--- src/rtl/board_input_pkg.sv ---
// board_input_pkg: read-port register addresses shared by the input capture block.
package board_input_pkg;
  typedef enum logic [1:0] {
    ADDR_SW    = 2'd0,
    ADDR_FLAGS = 2'd1,
    ADDR_BTN   = 2'd2,
    ADDR_COUNT = 2'd3
  } rd_addr_e;
endpackage

--- src/rtl/debounce_cell.sv ---
// debounce_cell: 2-flop synchronizer plus hold-time debounce for one raw input.
module debounce_cell #(
  parameter int DEBOUNCE_CYCLES = 2000000
) (
  input  logic clk,
  input  logic rst,
  input  logic din_raw,
  output logic dout
);
  localparam int CW = $clog2(DEBOUNCE_CYCLES);
  logic s1_q, s2_q, stable_q, stable_d, done;
  logic [CW-1:0] cnt_q, cnt_d;
  always_comb begin
    done     = cnt_q == CW'(DEBOUNCE_CYCLES - 1);
    stable_d = (s2_q != stable_q && done) ? s2_q : stable_q;
    // any return to the stable value restarts the hold count
    cnt_d    = (s2_q == stable_q || done) ? '0 : cnt_q + 1'b1;
  end
  always_ff @(posedge clk) begin
    if (rst) begin
      s1_q     <= 1'b0;
      s2_q     <= 1'b0;
      stable_q <= 1'b0;
      cnt_q    <= '0;
    end else begin
      s1_q     <= din_raw;
      s2_q     <= s1_q;
      stable_q <= stable_d;
      cnt_q    <= cnt_d;
    end
  end
  assign dout = stable_q;
endmodule

--- src/rtl/board_input.sv ---
// board_input: debounced buttons/switches, press pulses, sticky flags and CPU read port.
module board_input
  import board_input_pkg::*;
#(
  parameter int N_BTN           = 4,
  parameter int N_SW            = 16,
  parameter int DEBOUNCE_CYCLES = 2000000
) (
  input  logic             clk,
  input  logic             rst,
  input  logic [N_BTN-1:0] btn_raw,
  input  logic [N_SW-1:0]  sw_raw,
  output logic [N_BTN-1:0] btn_level,
  output logic [N_BTN-1:0] btn_press,
  output logic [N_SW-1:0]  sw_level,
  input  logic             rd_en,
  input  logic [1:0]       rd_addr,
  output logic [31:0]      rd_data,
  output logic             rd_valid
);
  logic [N_BTN-1:0] btn_prev_q, flag_q, flag_d;
  logic [31:0] press_count_q, press_count_d, rd_data_q, rd_data_d;
  logic rd_valid_q, rd_clr;
  rd_addr_e addr;
  for (genvar i = 0; i < N_BTN; i++) begin : g_btn
    debounce_cell #(.DEBOUNCE_CYCLES(DEBOUNCE_CYCLES)) u_cell (
      .clk(clk), .rst(rst), .din_raw(btn_raw[i]), .dout(btn_level[i])
    );
  end
  for (genvar j = 0; j < N_SW; j++) begin : g_sw
    debounce_cell #(.DEBOUNCE_CYCLES(DEBOUNCE_CYCLES)) u_cell (
      .clk(clk), .rst(rst), .din_raw(sw_raw[j]), .dout(sw_level[j])
    );
  end
  // high only in the first cycle the debounced level reads 1
  assign btn_press = btn_level & ~btn_prev_q;
  always_comb begin
    addr          = rd_addr_e'(rd_addr);
    rd_clr        = rd_en && addr == ADDR_FLAGS;
    // a press coinciding with a clearing read survives the clear
    flag_d        = (rd_clr ? '0 : flag_q) | btn_press;
    press_count_d = press_count_q + 32'(btn_press[0]);
    rd_data_d     = !rd_en              ? rd_data_q :
                    addr == ADDR_SW     ? 32'(sw_level) :
                    addr == ADDR_FLAGS  ? 32'(flag_q) :
                    addr == ADDR_BTN    ? 32'(btn_level) : press_count_q;
  end
  always_ff @(posedge clk) begin
    if (rst) begin
      btn_prev_q    <= '0;
      flag_q        <= '0;
      press_count_q <= '0;
      rd_data_q     <= '0;
      rd_valid_q    <= 1'b0;
    end else begin
      btn_prev_q    <= btn_level;
      flag_q        <= flag_d;
      press_count_q <= press_count_d;
      rd_data_q     <= rd_data_d;
      rd_valid_q    <= rd_en;
    end
  end
  assign rd_data  = rd_data_q;
  assign rd_valid = rd_valid_q;
endmodule
--- config.mk ---
export PLATFORM = sky130hd
export DESIGN_NAME = board_input
export DESIGN_NICKNAME = d
export VERILOG_FILES = /design/src/rtl/board_input_pkg.sv /design/src/rtl/debounce_cell.sv /design/src/rtl/board_input.sv
export SDC_FILE = /design/constraint.sdc
export NUM_CORES = 1
export LEC_CHECK = 0
export CORE_MARGIN = 5
export CORE_UTILIZATION = 30
export DETAILED_ROUTE_END_ITERATION = 10
export GPL_ROUTABILITY_DRIVEN = 1
export PLACE_DENSITY = 0.53
export SLEW_MARGIN = 20
export SYNTH_ARGS = -nofsm -noshare
export SYNTH_HDL_FRONTEND = slang
export SYNTH_SLANG_ARGS = --single-unit
--- constraint.sdc ---
create_clock -name clk -period 6.4 [get_ports clk]
set_input_delay 0.64 -clock clk [delete_from_list [all_inputs] [get_ports clk]]
set_output_delay 0.64 -clock clk [all_outputs]
set_load 0.02 [all_outputs]
==> results.py <==
metrics = {
    "routing": {
        "via_count": 18900,
        "vias_per_cell": 4.83,
        "dr.pass1.iters": 6,
        "routedWlPerCell_um": 13.6,
        "postRouteWirelength_mm": 53.2,
        "drtIter0Drc": 1013,
        "antenna_left": 0,
        "drc": 0,
    },
    "layout": {
        "diodes": 0,
        "fin_area_mm2": 0.0280,
        "nets": 2853,
        "area_growth_pct": 16.1,
        "drive_above_1_share": 0.0588,
        "fin_util": 0.350,
    },
    "timing": {
        "worst_pin_slew_ns": 1.02,
        "tns_ns": 0,
        "setup_viol": 0,
        "rsz0062_at_grt": "no",
        "period_minus_slack_ns": 2.95,
        "relSlewSlack": 0.319,
        "period_share": 0.461,
        "finalMaxSlewViolations": 0,
        "hold_viol_final": 0,
        "fin_skew_ns": 0.0166,
        "max_clock_freq_mhz": 339,
    },
    "floorplanning": {
        "die_w_um": 294,
        "start_util": 0.301,
        "die_area_mm2": 0.0863,
        "die_h_um": 294,
        "core_mm2": 0.0802,
        "rows": 104,
        "io_pins": 82,
    },
    "setup_path": {
        "critPathArrivalTime_ns": 3.47,
        "path_common_cell": "ha_1",
        "path_cells": "nor2b_1 > ha_1 > ha_1 > and4_1 > nand4_1 > or4_2 > a21oi_1",
        "slowest_stage": "or4_2",
        "endpoint_kind": "flop",
        "startpoint_type": "flop",
        "max_stage_delay_ns": 0.73,
        "cp_max_fo": 18,
        "crit_type": "flop to flop",
        "cp.required_ns": 6.91,
    },
    "synth": {
        "yosysTopAreaCell": "dfxtp_1",
        "synth_cell_type_count": 55,
        "syn_area_mm2": 0.0242,
        "synthCells": 2774,
        "synth_top_area_frac": 0.458,
        "synth_area_leaders": "dfxtp_1, xor2_1, nor2_1, a21oi_1, xnor2_1",
        "yosys-top-cells-count": "dfxtp_1, nor2_1, a21oi_1",
        "yosysWarnings": 0,
        "synth_ff_type": "dfxtp_1",
        "ys_seq_area_frac": 0.458,
        "postSynthAreaPerCell_um2": 8.71,
        "async_flop_share": 0,
        "synth_edf_count": 0,
        "yosys.cell_count.top_type": "dfxtp_1",
        "ys_seq_elements": 553,
        "syn_nets": 2821,
    },
    "power_and_ir_drop": {
        "switchingPower_uw": 1550,
        "peakVddDrop_mv": 0.170,
        "p_per_area_mw_per_mm2": 261,
        "p_int_uw": 5780,
        "p_leak_uw": 0.00836,
        "seqPwrFrac": 0.473,
        "swShare": 0.212,
        "p_comb_frac": 0.014,
        "pwr-share-clk": 0.513,
        "total_power_uw": 7330,
    },
    "clock_network": {
        "clk_latency_ns": 0.59,
        "clk_transition_reported_paths_ns": 0.06,
        "cts_hold_buf": 0,
        "clockBufferDepth": 3,
        "cts-resized-gates": 0,
        "clockRootBuffer": "clkbuf_16",
        "post_cts_buffers": 0,
        "cts_buffers": 66,
        "cts_tree": "done",
        "cts_sinks": 553,
        "cts_max_level": 3,
    },
    "flow_run": {
        "max_cap_violations": 0,
    },
    "hold_path": {
        "min_path_type": "flop to flop",
    },
    "grt": {
        "grt_pass1_vias": 17600,
        "grt_start_max_net_pins": 55,
        "antenna_found_initial": 0,
        "grt_first_pass_wirelength_mm": 89.1,
        "grtUsageTotal": 0.121,
        "grt-ovfl-total": 0,
    },
    "placement": {
        "gp_congestion": 0.747,
        "port_buffers": 81,
        "place_area_mm2": 0.0258,
        "dp_hpwl_mm": 35.6,
    },
    "run_status": {
        "status": "completed",
    },
}
## worst max-delay path: cells and delay by family, from the launching register on
family                   cells  cell delay, ns
AND/OR/NAND/NOR              4            1.83
adder cells (fa/ha/maj)      2            0.46
flip-flops                   1            0.44
AO/OA/AOI/OAI                1            0.15
## flip-flops by register name, indices dropped and copies added, names as in the netlist
signal and count:
btn_prev_q 4, flag_q 4, g_btn.u_cell.cnt_q 84, g_btn.u_cell.dout 4, g_btn.u_cell.s1_q 4, g_btn.u_cell.s2_q 4, g_sw.u_cell.cnt_q 336, g_sw.u_cell.dout 16
g_sw.u_cell.s1_q 16, g_sw.u_cell.s2_q 16, press_count_q 32, rd_data 32, rd_valid 1
## layer usage
layer,track usage,wire [µm]
met2,0.184,22700
met4,0.0327,1060
met1,0.172,27300
met5,0,0
met3,0.0282,2180
## metrics by stage
stage	cells	setup slack [ns]	hold WS (ns)
detailed placement	3798	3.46	0.427
floorplan	2774	3.92	0.413
finish	3919	3.45	0.431
CTS	3919	3.43	0.418
global route	3919	3.14	0.432
global placement	3798	3.61	0.418
## worst paths after layout
path,start,end,slack [ns],cells past startpoint
worst max-delay path,g_btn[0].u_cell.dout,press_count_q[22],3.45,7
worst max register to register,g_btn[0].u_cell.dout,press_count_q[22],3.45,7
worst min register to register,g_sw[5].u_cell.s1_q,g_sw[5].u_cell.s2_q,0.43,1
worst min-delay path,g_sw[5].u_cell.s1_q,g_sw[5].u_cell.s2_q,0.43,1
## power by group through the flow
| stage | combinational, µW | clock, µW | sequential [µW] |
|---|---|---|---|
| 2_1_floorplan | 58.9 | 0 | 3540 |
| 3_3_place_gp | 103 | 0 | 3550 |
| 3_5_place_dp | 103 | 0 | 3540 |
| 4_1_cts | 104 | 3920 | 3470 |
| 5_1_grt | 112 | 4070 | 3470 |
| 6_report | 100 | 3760 | 3470 |
## cells in the final DEF, fill, tap and decap left out, drive strengths merged, types with 9 or more instances in the layout
master / n
dfxtp: 553
clkinv: 10
o21ai: 135
and2: 32
and3: 34
nand2b: 9
nor2b: 84
or3: 114
xor2: 151
clkdlybuf4s50: 79
a21oi: 212
nor4: 28
nand4b: 11
or2: 16
inv: 93
o31ai: 70
nor3: 40
buf: 24
nand3: 147
nand2: 132
nand4: 120
xnor2: 110
or4: 92
nor4b: 18
and4: 34
nor2: 318
ha: 22
or4b: 11
clkbuf: 101
## cell type report
class | instances | area, µm²
repair buffers | 103 | 985
inverters | 91 | 342
flip-flops and latches | 553 | 11100
clock buffers | 101 | 1960
fillers | 8357 | 52100
multi-input cells | 1991 | 12100
well taps | 1060 | 1330
clock inverters | 20 | 251
## cells by family (layout without fill, tap and decap cells)
family / Yosys count / after routing / share of synthesized area
buf+inv: 230 / 315 / 0.0406
flops: 553 / 553 / 0.458
xor+xnor: 261 / 261 / 0.0946
simple gates: 1263 / 1263 / 0.288
compound gates: 433 / 433 / 0.100
fa+ha+maj: 22 / 22 / 0.0114
mux: 12 / 12 / 0.00720
Note: power is estimated with default switching activity, not from simulation.
